$ cat src/rtl/disp_pkg.sv
// Shared types and constants for the two-digit seven-segment scan scheduler.
package disp_pkg;

  // Scan order: BLANK_L -> SHOW_L -> BLANK_R -> SHOW_R -> BLANK_L
  typedef enum logic [1:0] {
    BLANK_L = 2'd0,
    SHOW_L  = 2'd1,
    BLANK_R = 2'd2,
    SHOW_R  = 2'd3
  } scan_state_t;

  // Active-low segments: all ones turns every segment off
  localparam logic [6:0] SEG_BLANK = 7'h7F;

  // Active-high digit enables; 2'b11 is never produced
  localparam logic [1:0] SEL_LEFT  = 2'b10;
  localparam logic [1:0] SEL_RIGHT = 2'b01;
  localparam logic [1:0] SEL_NONE  = 2'b00;

  // Successor of a scan state in the fixed rotation
  function automatic scan_state_t next_scan_state(input scan_state_t s);
    scan_state_t n;
    n = BLANK_L;
    case (s)
      BLANK_L: n = SHOW_L;
      SHOW_L:  n = BLANK_R;
      BLANK_R: n = SHOW_R;
      SHOW_R:  n = BLANK_L;
      default: n = BLANK_L;
    endcase
    return n;
  endfunction

  // True for the two states that drive a digit
  function automatic logic is_show(input scan_state_t s);
    return (s == SHOW_L) || (s == SHOW_R);
  endfunction

endpackage

$ cat src/rtl/display_mux_scheduler_hex_to_seg.sv
// Combinational hex digit to active-low seven-segment pattern (a..g on bits 6..0).
module hex_to_seg (
  input  logic [3:0] hex_i,
  output logic [6:0] seg_o
);

  // Lookup of the 16 hex glyphs; lower-case b and d keep them distinct from 8 and 0
  always_comb begin
    seg_o = 7'h7F;
    case (hex_i)
      4'h0: seg_o = 7'b0000001;
      4'h1: seg_o = 7'b1001111;
      4'h2: seg_o = 7'b0010010;
      4'h3: seg_o = 7'b0000110;
      4'h4: seg_o = 7'b1001100;
      4'h5: seg_o = 7'b0100100;
      4'h6: seg_o = 7'b0100000;
      4'h7: seg_o = 7'b0001111;
      4'h8: seg_o = 7'b0000000;
      4'h9: seg_o = 7'b0001100;
      4'hA: seg_o = 7'b0001000;
      4'hB: seg_o = 7'b1100000;
      4'hC: seg_o = 7'b0110001;
      4'hD: seg_o = 7'b1000010;
      4'hE: seg_o = 7'b0110000;
      4'hF: seg_o = 7'b0111000;
      default: seg_o = 7'h7F;
    endcase
  end

endmodule

$ cat src/rtl/display_mux_scheduler.sv
// Two-digit seven-segment scan scheduler: left/right alternation with blanking
// dead time, 16-level PWM brightness and frame-synchronous double-buffered updates.
module display_mux_scheduler
  import disp_pkg::*;
#(
  parameter int DIGIT_CYCLES = 32768,
  parameter int BLANK_CYCLES = 256
) (
  input  logic       clk,
  input  logic       reset,
  input  logic       enable,
  input  logic       upd_valid,
  output logic       upd_ready,
  input  logic [3:0] left_in,
  input  logic [3:0] right_in,
  input  logic [3:0] bright,
  output logic [6:0] seg,
  output logic [1:0] select,
  output logic       frame_done
);

  localparam int MAX_CYCLES = (DIGIT_CYCLES > BLANK_CYCLES) ? DIGIT_CYCLES : BLANK_CYCLES;
  localparam int CNT_W      = (MAX_CYCLES > 1) ? $clog2(MAX_CYCLES) : 1;
  localparam logic [CNT_W-1:0] DIGIT_LAST = CNT_W'(DIGIT_CYCLES - 1);
  localparam logic [CNT_W-1:0] BLANK_LAST = CNT_W'(BLANK_CYCLES - 1);

  scan_state_t      state_q, state_d;
  logic [CNT_W-1:0] phase_q, phase_d;
  logic [3:0]       pwm_q, pwm_d;
  logic [3:0]       left_act_q, left_act_d, right_act_q, right_act_d;
  logic [3:0]       left_shd_q, left_shd_d, right_shd_q, right_shd_d;
  logic             shd_full_q, shd_full_d;
  logic [6:0]       seg_q, seg_d;
  logic [1:0]       select_q, select_d;
  logic             frame_done_q, frame_done_d;

  logic             phase_last;
  logic             frame_boundary;
  logic [3:0]       digit_mux;
  logic [6:0]       seg_dec;

  // Only SHOW states light a digit, so the mux picks by the upcoming state.
  // Active registers never change on an edge that enters a SHOW state.
  assign digit_mux = (state_d == SHOW_L) ? left_act_q : right_act_q;

  hex_to_seg u_hex_to_seg (
    .hex_i (digit_mux),
    .seg_o (seg_dec)
  );

  assign upd_ready  = ~shd_full_q;
  assign seg        = seg_q;
  assign select     = select_q;
  assign frame_done = frame_done_q;

  // Scan sequencing, PWM counter and shadow/active update handshake
  always_comb begin
    state_d        = state_q;
    phase_d        = phase_q;
    pwm_d          = pwm_q;
    left_act_d     = left_act_q;
    right_act_d    = right_act_q;
    left_shd_d     = left_shd_q;
    right_shd_d    = right_shd_q;
    shd_full_d     = shd_full_q;
    phase_last     = is_show(state_q) ? (phase_q == DIGIT_LAST) : (phase_q == BLANK_LAST);
    frame_boundary = enable && (state_q == SHOW_R) && phase_last;

    if (!enable) begin
      state_d = BLANK_L;
      phase_d = '0;
      pwm_d   = 4'd0;
    end else begin
      if (phase_last) begin
        state_d = next_scan_state(state_q);
        phase_d = '0;
      end else begin
        phase_d = phase_q + CNT_W'(1);
      end
      if (is_show(state_d) && (state_d != state_q)) begin
        pwm_d = 4'd0;
      end else if (is_show(state_q)) begin
        pwm_d = pwm_q + 4'd1;
      end
    end

    frame_done_d = frame_boundary;

    // Accept and promote are exclusive: accept needs an empty shadow, promote a full one
    if (upd_valid && !shd_full_q) begin
      left_shd_d  = left_in;
      right_shd_d = right_in;
      shd_full_d  = 1'b1;
    end
    if (shd_full_q && (frame_boundary || !enable)) begin
      left_act_d  = left_shd_q;
      right_act_d = right_shd_q;
      shd_full_d  = 1'b0;
    end
  end

  // Output decode for the post-edge state, gated by the PWM compare
  always_comb begin
    select_d = SEL_NONE;
    seg_d    = SEG_BLANK;
    if (state_d == SHOW_L) begin
      select_d = SEL_LEFT;
      seg_d    = (pwm_d <= bright) ? seg_dec : SEG_BLANK;
    end else if (state_d == SHOW_R) begin
      select_d = SEL_RIGHT;
      seg_d    = (pwm_d <= bright) ? seg_dec : SEG_BLANK;
    end
  end

  // State, buffers and registered outputs with synchronous reset
  always_ff @(posedge clk) begin
    if (reset) begin
      state_q      <= BLANK_L;
      phase_q      <= '0;
      pwm_q        <= 4'd0;
      left_act_q   <= 4'd0;
      right_act_q  <= 4'd0;
      left_shd_q   <= 4'd0;
      right_shd_q  <= 4'd0;
      shd_full_q   <= 1'b0;
      seg_q        <= SEG_BLANK;
      select_q     <= SEL_NONE;
      frame_done_q <= 1'b0;
    end else begin
      state_q      <= state_d;
      phase_q      <= phase_d;
      pwm_q        <= pwm_d;
      left_act_q   <= left_act_d;
      right_act_q  <= right_act_d;
      left_shd_q   <= left_shd_d;
      right_shd_q  <= right_shd_d;
      shd_full_q   <= shd_full_d;
      seg_q        <= seg_d;
      select_q     <= select_d;
      frame_done_q <= frame_done_d;
    end
  end

endmodule

$ cat config.mk
export PLATFORM = sky130hd
export DESIGN_NAME = display_mux_scheduler
export DESIGN_NICKNAME = d
export VERILOG_FILES = /design/src/rtl/disp_pkg.sv /design/src/rtl/display_mux_scheduler_hex_to_seg.sv /design/src/rtl/display_mux_scheduler.sv
export SDC_FILE = /design/constraint.sdc
export NUM_CORES = 1
export LEC_CHECK = 0
export CORE_MARGIN = 3
export CORE_UTILIZATION = 35
export CTS_CLUSTER_SIZE = 16
export DETAILED_ROUTE_END_ITERATION = 16
export PLACE_DENSITY = 0.55
export SETUP_SLACK_MARGIN = 0.1
export SYNTH_ARGS = -nofsm -noshare
export SYNTH_HDL_FRONTEND = slang
export SYNTH_SLANG_ARGS = --single-unit
export TNS_END_PERCENT = 5
$ cat constraint.sdc
create_clock -name clk -period 3.7 [get_ports clk]
set_input_delay 0.925 -clock clk [delete_from_list [all_inputs] [get_ports clk]]
set_output_delay 0.925 -clock clk [all_outputs]
set_load 0.05 [all_outputs]
=== After elaboration in Yosys (flattened, before gate mapping) ===
Memories as Yosys holds them, arrays and structs flattened.
Index checks and enable logic that the tools add are counted.

* Output and inout port bits: 11
* Input port bits: 16
* Memories kept: 1
* Word-level logic and storage cells: 56
* Bits in read-only memories: 112
* Bits in registers: 48

* Bitwise logic cells: 2
* Equality and inequality tests: 10
* Add/subtract/negate cells: 2
* Reductions and logical operators: 14
* Magnitude comparators: 1
* Muxes and demuxes: 14

{| class="wikitable"
|+ Memories
! name !! words !! width !! rd ports !! clocked after Yosys merged registers in !! wr ports !! line !! text
|-
| (name not given) || 16 || 7 || 1 || 0 || 0 || display_mux_scheduler_hex_to_seg.sv:10 || <nowiki>case (hex_i)</nowiki>
|}

{| class="wikitable"
|+ Operators with widths
! operator !! number
|-
| 7-bit two-way mux || 3
|-
| 4-bit two-way mux || 4
|-
| 15-bit by 1-bit adder with 15-bit output, second input constant || 1
|-
| 15-bit equality test, second input constant || 1
|-
| 15-bit by 8-bit equality test with 1-bit output, second input constant || 1
|-
| 2-bit equality test, second input constant || 4
|-
| 2-bit two-way mux || 4
|-
| 2-bit case mux with 4 select lines || 1
|-
| 2-bit by 1-bit equality test with 1-bit output, second input constant || 3
|-
| 1-bit logical AND || 5
|-
| 4-bit by 1-bit adder with 4-bit output, second input constant || 1
|-
| 4-bit <= comparator || 1
|-
| 2-bit OR reduction || 2
|-
| 1-bit logical OR || 3
|-
| 3-bit OR reduction || 1
|-
| 1-bit zero test || 2
|-
| 2-bit zero test || 1
|-
| 1-bit two-way mux || 2
|-
| 2-bit != test || 1
|-
| 1-bit NOT || 2
|}

=== Depth between registers and ports, before layout ===
* Word-level depth: 14
* Depth in mapped cells: 14
* Depth with buffers taken out: 14

=== Modules after synthesis ===
Synthesis repeated with hierarchy kept, for this count alone.

* Cell total of the unflattened synthesis: 272
* Area total of the unflattened synthesis: 2454.9 um2

{| class="wikitable"
|+ By module, submodules not included
! module !! cells an instance !! area an instance (um2) !! instances !! sequential area each (um2)
|-
| display_mux_scheduler || 238 || 2199.6 || 1 || 960.9
|-
| hex_to_seg || 34 || 255.2 || 1 || 0.0
|}

=== Worst setup path after synthesis ===
OpenSTA, ideal clock, no wires.

* Path type: register to register
* From: register state_q[1]
* To: register seg_q[0] (netlist: seg[0])
* Data required time: 3578 ps
* Period minus slack after synthesis: 3148 ps
* Arrival time: 3027 ps
* Setup slack: 552 ps
* Library setup time: 122 ps
* Stages on the path, launching flop included: 13
* Path buffers: 1
* Path through: dfxtp_1 > inv_1 > ha_1 > or2_2 > a211oi_1 > o31a_1 > or2_1 > buf_4 > mux2i_1 > inv_1 > ha_1 > a221o_1 > a221o_1

* Word-level cells in the longest chain between the ends: 14
* Elaborated cells on any way between the ends: 26
* Classes of those cells: order compare: 1; eq/ne: 8; mux: 12; reduce/logical: 4; memory: 1

{| class="wikitable"
|+ RTL lines
! item !! line !! text
|-
| from (decl) || display_mux_scheduler.sv:27 || <nowiki>scan_state_t state_q, state_d;</nowiki>
|-
| from (signal assigned) || display_mux_scheduler.sv:130 || <nowiki>state_q <= state_d;</nowiki>
|-
| parallel branches: the longest is 13 deep, another holds 4-bit <= comparator || - ||
|-
| 7-bit two-way mux * || display_mux_scheduler.sv:106 || <nowiki>if (state_d == SHOW_L) begin</nowiki>
|-
| to (signal assigned) || display_mux_scheduler.sv:138 || <nowiki>seg_q <= seg_d;</nowiki>
|-
| to (decl) || display_mux_scheduler.sv:33 || <nowiki>logic [6:0] seg_q, seg_d;</nowiki>
|}

Every way passes the cells marked *. The select of a mux whose other input is x is not followed.
A chain may end at the register's enable or synchronous reset.

=== Worst setup path after layout ===
* From: register state_q[1]
* To: register seg_q[2] (netlist: seg[2])

* Word-level cells in the longest chain between the ends: 14
* Elaborated cells on any way between the ends: 26
* Classes of those cells: order compare: 1; eq/ne: 8; mux: 12; reduce/logical: 4; memory: 1

{| class="wikitable"
|+ RTL lines
! item !! line !! text
|-
| parallel branches: the longest is 8 deep, another holds 2-bit case mux with 4 select lines || - ||
|-
| 4-bit two-way mux * || display_mux_scheduler.sv:80 || <nowiki>if (is_show(state_d) && (state_d != state_q)) begin</nowiki>
|-
| 4-bit two-way mux * || display_mux_scheduler.sv:69 || <nowiki>if (!enable) begin</nowiki>
|-
| net pwm_d[3] || display_mux_scheduler.sv:29 || <nowiki>logic [3:0] pwm_q, pwm_d;</nowiki>
|-
| 4-bit <= comparator * || display_mux_scheduler.sv:108, display_mux_scheduler.sv:111 ||
|-
| 7-bit two-way mux * || display_mux_scheduler.sv:108, display_mux_scheduler.sv:111 ||
|-
| 7-bit two-way mux || display_mux_scheduler.sv:109 || <nowiki>end else if (state_d == SHOW_R) begin</nowiki>
|-
| 7-bit two-way mux * || display_mux_scheduler.sv:106 ||
|}

Mark *: on every way through the listed nets, which the timed path passes. The select of a mux whose other input is x is not followed.

==> results.cfg <==
[outcome]
outcome = complete, no violations

[yosys]
yosys.area.top_type = dfxtp_1
synth.distinct_cells = 41
syn_inst = 269
synthArstFlopShare_pct = 0
ys_ff_latch = 48
yosys_warnings = 0
synth_ff_type = dfxtp_1
yosys.area_share.simple_pct = 20.4
synth_compound_area_share_pct = 12.2
synthAdderAreaFrac_pct = 8.25
synthTopCellsByArea = dfxtp_1, mux2i_1, ha_1, nor2_1, xor2_1
syn-num-nets = 301
avgSynthCellArea_um2 = 9.02
ys_seq_area_share_pct = 39.6
synthesis.area_um2 = 2430
synthMuxAreaShare_pct = 10.0
synth_top_family_by_area = simple AND/OR/NAND/NOR gates
synth-edff-count = 0
synth_top_area_share_pct = 39.6
synth_xor_area_share_pct = 6.14

[sta]
rsz0062_at_grt = false
finalSetupViolations = 0
timing.final.crit_period_ns = 3.25
fmax_mhz = 307
hold_viol_final = 0
slew_violations = 0
period_share_pct = 87.9
setup_tns_ns = 0
skew_ns = 0.0129
tightest_slew_ns = 0.560
slew_headroom_pct = 62.4

[floorplan]
coreArea_um2 = 6530
dieArea_um2 = 7970
row_count = 29
io_pins = 27
die_y_um = 89.3
initial_utilization_pct = 37.1
fp.dieW_um = 89.3

[power_and_ir_drop]
p_per_area_nw_per_um2 = 324
peakVddDrop_v = 0.000163
p_leak_nw = 1.17

[detailed_routing]
drt-pass1-iter-count = 4
vias = 1876
wl_per_cell_um = 12.4
ant_nets = 0
drt_wl_total_mm = 4.70
drc = 0
viasPerCell = 4.95
drtIter0Drc = 60

[worst_setup_path]
required_ns = 3.90
rrSetupSlack_ns = 0.45
crit_fanout = 8
rr_worst_depth = 13
cp-startpoint = state_q[1]$_SDFF_PP0_
cp-start-kind = register
cp.arrival_ns = 3.46
path_class = register to register
endpoint = seg[2]$_SDFF_PP1_
r2r-start = state_q[1]$_SDFF_PP0_
end_kind = register
timing.rr.end = seg[2]$_SDFF_PP1_

[cts]
path_clk_slew_ns = 0.10
clock_path_buffers = 2
cts_buffers = 5
clk_latency_ns = 0.31
cts-htree-levels = 2
cts_tree = built
ctsHoldBuffers = 0
cts_resized = 0
cts_root_buf = clkbuf_8
clock_sinks = 48
cts_setup_buffers = 0

[cells_and_area]
multiInputGateArea_um2 = 1380
layout_commonest_cell = dfxtp_1
layout_common_cells = dfxtp_1, nor2_1, clkdlybuf4s50_1
final_cell_area_um2 = 2890
fin_nets = 333
drive_above_1_share_pct = 6.95
ff_latch_area_um2 = 961
fin_util_pct = 44.3
area_delta_synth_final_pct = 19.2
diodes = 0
fin_cells = 379
fillers = 670

[placement]
placedInstanceArea_um2 = 2800
numPortBuffers = 26
place_inst = 371
routabilityCongestion = 0.825
hpwl_mm = 3.55

[grt]
grt_max_degree = 22
grt_pass1_wl_mm = 8.43
grt_pass1_vias = 1806
antenna_found_initial = 0
grt.total_usage_pct = 13.4
overflow = 0

[flow_run]
cap_violations = 0

[min_path]
hold_class = register to register
min_from = phase_q[0]$_SDFF_PP0_
## flip-flops by register name (all words and copies together), names as in the netlist
signal,cells
select,2
seg,7
phase_q,15
left_act_q,4
shd_full_q,1
frame_done,1
left_shd_q,4
right_shd_q,4
pwm_q,4
right_act_q,4
state_q,2
## layout make-up
class                   instances  area share [%]
flip-flops and latches         48            33.2
clock buffers                   5            2.38
repair buffers                 32            10.6
multi-input cells             200            47.8
well taps                      77            3.33
inverters                      14            1.82
clock inverters                 3           0.865
## worst min path at each step
stage / to / slack, ns / cells after the start
after floorplan: phase_q[0]$_SDFF_PP0_ / 0.43 / 1
after global placement: phase_q[0]$_SDFF_PP0_ / 0.44 / 1
after detailed placement: phase_q[0]$_SDFF_PP0_ / 0.45 / 1
after CTS: phase_q[0]$_SDFF_PP0_ / 0.48 / 1
after global routing: phase_q[0]$_SDFF_PP0_ / 0.52 / 1
final: phase_q[0]$_SDFF_PP0_ / 0.47 / 1
## critical path, cell delays in order, from the launching register on
cell and delay (ns):
dfxtp_1 0.48, inv_1 0.10, ha_1 0.20, nor2_1 0.29
nand3_1 0.20, a21o_1 0.27, o21ai_1 0.19, buf_4 0.17
nor2_1 0.06, ha_1 0.29, nand2_1 0.06, o21ai_0 0.38
nand2_1 0.17, a221o_1 0.29
## stage by stage
stage	hold WS [ns]	setup WS (ns)	power, mW
3_3_place_gp	0.441	0.327	0.615
2_1_floorplan	0.430	0.552	0.584
4_1_cts	0.476	0.482	0.950
5_1_grt	0.520	0.142	0.980
6_report	0.473	0.448	0.937
3_5_place_dp	0.452	0.245	0.615
## power breakdown
part           switching [mW]  internal (mW)  leakage (nW)
Clock                   0.196          0.138        0.0452
Combinational          0.0347         0.0360         0.738
Sequential            0.00654          0.525         0.389
## cells by family after synthesis
| family | count (synthesis) |
|---|---|
| AOI/OAI and AO/OA | 38 |
| xor gates and xnor gates | 17 |
| adders and majority gates | 16 |
| buffers and inverters | 21 |
| DFF | 48 |
| muxes | 23 |
| and+or+nand+nor | 106 |
## synthesized netlist by cell type (all sizes together), types with 6 or more instances
cell type,n
mux2i,22
a21oi,8
xnor2,8
a211oi,7
dfxtp,48
nor3,12
nand3,10
nand2,15
nor2,46
inv,14
nand2b,6
xor2,9
clkbuf,6
ha,16
## routing by layer
layer | GRT usage [%] | part of all wire, % | wire length, um
met1 | 19.2 | 54 | 2530
met2 | 20.2 | 42 | 1960
met3 | 2.49 | 3.0 | 140
met4 | 4.60 | 1.5 | 72
met5 | 0 | 0 | 0
No activity file was read; power rests on OpenSTA's default activity.
